**src/rtl/stream_sorter.sv**
```systemverilog
// Block sorter: loads N words, runs N odd-even transposition phases, then drains them in order.
// Define SORT_SIGNED_EN to compare words as two's-complement instead of unsigned.
module stream_sorter #(
  parameter int W       = 8,
  parameter int N       = 4,
  parameter int DESCEND = 0
) (
  input  logic         clk,
  input  logic         rst_n,
  input  logic         in_valid,
  output logic         in_ready,
  input  logic [W-1:0] in_data,
  output logic         out_valid,
  input  logic         out_ready,
  output logic [W-1:0] out_data,
  output logic         out_last,
  output logic         busy
);

  localparam int IW = $clog2(N + 1);
  localparam int AW = (N > 1) ? $clog2(N) : 1;

  typedef enum logic [1:0] {LOAD, SORT, DRAIN} state_t;

  state_t         state_q, state_d;
  logic [IW-1:0]  idx_q, idx_d;
  logic [IW-1:0]  phase_q, phase_d;
  logic [W-1:0]   mem_q [N];
  logic [W-1:0]   mem_d [N];
  logic [W-1:0]   sort_w [N];
  logic           armed_q;

  function automatic logic greater(input logic [W-1:0] a, input logic [W-1:0] b);
`ifdef SORT_SIGNED_EN
    return $signed(a) > $signed(b);
`else
    return a > b;
`endif
  endfunction

  function automatic logic need_swap(input logic [W-1:0] lo, input logic [W-1:0] hi);
    if (DESCEND != 0) return greater(hi, lo);
    return greater(lo, hi);
  endfunction

  // One transposition phase: pairs starting at even or odd index, chosen by phase parity.
  always_comb begin
    sort_w = mem_q;
    for (int i = 0; i < N - 1; i++) begin
      if (i[0] == phase_q[0]) begin
        if (need_swap(mem_q[i], mem_q[i+1])) begin
          sort_w[i]   = mem_q[i+1];
          sort_w[i+1] = mem_q[i];
        end
      end
    end
  end

  always_comb begin
    state_d   = state_q;
    idx_d     = idx_q;
    phase_d   = phase_q;
    mem_d     = mem_q;
    in_ready  = 1'b0;
    out_valid = 1'b0;
    out_data  = '0;
    out_last  = 1'b0;
    busy      = 1'b0;
    unique case (state_q)
      LOAD: begin
        // The first edge after reset release is not a functional edge, so ready drops until it passes.
        in_ready = armed_q | ~rst_n;
        if (in_valid && armed_q) begin
          mem_d[idx_q[AW-1:0]] = in_data;
          if (idx_q == IW'(N - 1)) begin
            state_d = SORT;
            idx_d   = '0;
            phase_d = '0;
          end else begin
            idx_d = idx_q + IW'(1);
          end
        end
      end
      SORT: begin
        busy  = 1'b1;
        mem_d = sort_w;
        if (phase_q == IW'(N - 1)) begin
          state_d = DRAIN;
          idx_d   = '0;
          phase_d = '0;
        end else begin
          phase_d = phase_q + IW'(1);
        end
      end
      DRAIN: begin
        busy      = 1'b1;
        out_valid = 1'b1;
        out_data  = mem_q[idx_q[AW-1:0]];
        out_last  = (idx_q == IW'(N - 1));
        if (out_ready) begin
          if (idx_q == IW'(N - 1)) begin
            state_d = LOAD;
            idx_d   = '0;
          end else begin
            idx_d = idx_q + IW'(1);
          end
        end
      end
      default: begin
        state_d = LOAD;
        idx_d   = '0;
        phase_d = '0;
      end
    endcase
  end

  always_ff @(posedge clk or negedge rst_n) begin
    if (!rst_n) begin
      state_q <= LOAD;
      idx_q   <= '0;
      phase_q <= '0;
      armed_q <= 1'b0;
      for (int i = 0; i < N; i++) mem_q[i] <= '0;
    end else begin
      state_q <= state_d;
      idx_q   <= idx_d;
      phase_q <= phase_d;
      armed_q <= 1'b1;
      mem_q   <= mem_d;
    end
  end

endmodule

```
**config.mk**
```make
export PLATFORM = sky130hd
export DESIGN_NAME = stream_sorter
export DESIGN_NICKNAME = d
export VERILOG_FILES = /design/src/rtl/stream_sorter.sv
export SDC_FILE = /design/constraint.sdc
export NUM_CORES = 1
export LEC_CHECK = 0
export ABC_AREA = 1
export ABC_CLOCK_PERIOD_IN_PS = 2750
export CORE_MARGIN = 4
export CORE_UTILIZATION = 33
export CTS_BUF_LIST = sky130_fd_sc_hd__clkbuf_8
export CTS_CLUSTER_DIAMETER = 100
export DETAILED_ROUTE_END_ITERATION = 12
export PLACE_DENSITY = 0.48
export SLEW_MARGIN = 20
export SYNTH_ARGS = -nofsm -noshare
export SYNTH_HDL_FRONTEND = slang
export SYNTH_SLANG_ARGS = --single-unit
```
**constraint.sdc**
```tcl
create_clock -name clk -period 2.75 [get_ports clk]
set_input_delay 0.55 -clock clk [delete_from_list [all_inputs] [get_ports clk]]
set_output_delay 0.55 -clock clk [all_outputs]
set_load 0.01 [all_outputs]
```
==> results.json <==
{
  "synth.largest_area_cell": "dfrtp_1",
  "instances_no_fill": 694,
  "ys_top_cells_by_count": "nand2_1 (134), inv_1 (73), dfrtp_1 (41), nor2_1 (41), a21oi_1 (39)",
  "wire_per_inst_um": 15.6,
  "path_clk_slew_ns": 0.09,
  "syn_nets": 581,
  "synth_cells": 537,
  "clockRootBuffer": "clkbuf_8",
  "peakVddDrop_v": 0.000506,
  "totalWireLength_um": 10800,
  "gp_congestion": 0.814,
  "grt_pass1_wl_um": 18000,
  "core_um2": 11100,
  "required_ns": 2.20,
  "seqCellArea_um2": 1030,
  "cts_tree": "done",
  "avgViaCountPerCell": 5.00,
  "yosysTopAreaCellShare": 0.269,
  "drv_cap": 0,
  "p_leak_nw": 2.15,
  "synth_fa_ha_area_frac": 0.105,
  "hold_viol_final": 0,
  "n_fill_cell": 1206,
  "tightest_slew_ns": 0.710,
  "die_h_um": 115,
  "syn_avg_cell_area_um2": 7.09,
  "vias": 3468,
  "muxShareOfSynthArea": 0,
  "area_delta_synth_final_pct": 10.9,
  "clkSinkCount": 41,
  "synthDistinctLibCells": 38,
  "first_pass_iters": 5,
  "fin_crit_sh": 0.959,
  "grt_antenna_before_repair": 0,
  "pwr-share-comb": 0.695,
  "fin_skew_ns": 0.00842,
  "row_count": 38,
  "syn-cell-area_um2": 3810,
  "p_int_mw": 2.23,
  "drt_iter0_drc": 191,
  "p_sw_frac": 0.557,
  "dp_cells": 686,
  "pwr-share-seq": 0.212,
  "ios": 24,
  "grt_pass1_vias": 3482,
  "yosys.area_share.xor_xnor": 0,
  "drv_slew": 0,
  "gr-usage-all-layers": 0.172,
  "grt_overflow": 0,
  "synth_edf_count": 0,
  "clkLatencyLatePin_ns": 0.31,
  "multiInputGateArea_um2": 2340,
  "critPathMaxFanout": 20,
  "min_path_type": "input pin to asynchronous set/reset pin",
  "max-slew-margin-rel": 0.526,
  "drc_errors": 0,
  "synth_top_family_by_area": "simple AND/OR/NAND/NOR gates",
  "p_switching_mw": 2.81,
  "grt_max_degree": 42,
  "n_antenna_cell": 0,
  "initial_utilization": 0.344,
  "synth-simple-area-share": 0.339,
  "io_buffers": 23,
  "ys_async_sr_fraction": 1.00,
  "design_area_um2": 4220,
  "yosysWarnings": 0,
  "synth_seq_cells": 41,
  "dpl.hpwl_um": 8190,
  "period_minus_slack_ns": 2.64,
  "nets": 597,
  "hold_ws_ns": 0.347,
  "endpoint_kind": "primary output",
  "startpoint_type": "flop",
  "finalSetupTns_ns": 0,
  "drive_gt1_frac": 0.130,
  "rsz0062_at_grt": "true",
  "max_freq_ghz": 0.379,
  "dpl_worst_slack_ns": 0.383,
  "dpl_cell_area_um2": 4120,
  "numCtsBuffers": 5,
  "setup_viol": 0,
  "cts.htree.levels": 2,
  "setup_slack_ns": 0.113,
  "synth_ff_type": "dfrtp_1",
  "ant_nets": 0,
  "critPathKind": "flop to primary output",
  "synth.area.top_cells": "dfrtp_1 (27%), nand2_1 (13%), ha_1 (11%)",
  "status": "complete, no violations",
  "chipWidth_um": 115,
  "synth_compound_area_frac": 0.171,
  "die-area_um2": 13300,
  "clockPowerShare": 0.093,
  "arrival_ns": 2.09,
  "synth_seq_area_share": 0.269,
  "synth.most_common_cell": "nand2_1",
  "clk_path_buf_depth": 2,
  "post_cts_buffers": 0,
  "reg2reg_depth": 10,
  "p_per_area_nw_per_um2": 1190
}
==> sequential cells by signal (all words and copies together), names as in the netlist <==
name,count
armed_q,1
idx_q,3
phase_q,3
state_q,2
mem_q,32
==> through the flow <==
step / utilization / power, mW
floorplan: - / 3.80
global placement: 0.372 / 4.54
detailed placement: 0.372 / 4.58
CTS: 0.381 / 5.07
global route: 0.381 / 5.63
finish: 0.381 / 5.04
==> cell families after synthesis <==
kind of cell               count (synthesis)
and+or+nand+nor                          258
AOI/OAI and AO/OA                        105
buffers and inverters                    100
DFF                                       41
adders and majority gates                 32
other                                      1
==> per-layer routing <==
layer,GRT usage,wire length (µm)
met1,0.239,5170
met2,0.282,5020
met3,0.0277,479
met4,0.0407,122
met5,0,0
==> power by group through the flow <==
| stage | Sequential [mW] | Combinational, mW | Clock, mW |
|---|---|---|---|
| after global placement | 1.08 | 3.46 | 0 |
| after global routing | 1.10 | 4.01 | 0.509 |
| after CTS | 1.07 | 3.52 | 0.485 |
| after detailed placement | 1.08 | 3.50 | 0 |
| after floorplan | 0.986 | 2.81 | 0 |
| final | 1.07 | 3.50 | 0.469 |
==> critical path: stages, from the launching register on <==
cell             delay, ns
dfrtp_1               0.40
clkinvlp_4            0.30
a21oi_1               0.22
o21ai_0               0.11
a21oi_1               0.18
clkdlybuf4s50_1       0.58
==> final timing paths <==
kind | start | to | slack, ns
max | idx_q[0]$_DFFE_PN0P_ | out_data[7] | 0.11
min | rst_n | state_q[0]$_DFFE_PN0P_ | 0.35
max reg2reg | mem_q[9]$_DFFE_PN0P_ | mem_q[8]$_DFFE_PN0P_ | 0.58
min reg2reg | state_q[1]$_DFFE_PN0P_ | state_q[1]$_DFFE_PN0P_ | 0.53
max in group asynchronous | rst_n | mem_q[28]$_DFFE_PN0P_ | 2.00
min in group clk | state_q[1]$_DFFE_PN0P_ | state_q[1]$_DFFE_PN0P_ | 0.53
==> timing repair <==
| action | in CTS | in global routing |
|---|---|---|
| gates resized for setup | 0 | 1 |
| endpoints found under the setup margin | 0 | 8 |
| hold buffers | 0 | 0 |
==> final cells by class <==
cell class                      count  area share
Multi-Input combinational cell    396       0.555
Sequential cell                    41       0.243
Inverter                           81      0.0741
Timing Repair Buffer               28      0.0622
Tap cell                          140      0.0415
Clock buffer                        7      0.0228
Clock inverter                      1     0.00119
==> cell usage in the layout (no fill, tap or decap), types with 2 or more instances in the layout <==
| cell type | synthesis | final |
|---|---|---|
| nand2_1 | 134 | 134 |
| nand4_1 | 17 | 17 |
| nor3_2 | 11 | 11 |
| a21boi_0 | 2 | 2 |
| nor2_4 | 2 | 2 |
| nand3_4 | 2 | 2 |
| a21oi_1 | 39 | 39 |
| o21a_1 | 2 | 2 |
| ha_1 | 32 | 32 |
| clkdlybuf4s50_1 | 0 | 22 |
| inv_1 | 73 | 73 |
| buf_4 | 2 | 5 |
| o21ai_2 | 8 | 8 |
| dfrtp_1 | 41 | 41 |
| clkbuf_8 | 0 | 7 |
| nand4_4 | 2 | 2 |
| a21oi_2 | 3 | 3 |
| nand2_4 | 4 | 4 |
| nor2_1 | 41 | 41 |
| nand2_2 | 7 | 7 |
| a21boi_1 | 8 | 8 |
| inv_4 | 2 | 2 |
| nand3_1 | 30 | 30 |
| nand3_2 | 6 | 6 |
| inv_2 | 4 | 4 |
| o21ai_0 | 23 | 23 |
| o21ai_1 | 13 | 13 |
| a21oi_4 | 4 | 4 |
(Power assumes the default switching activity.)
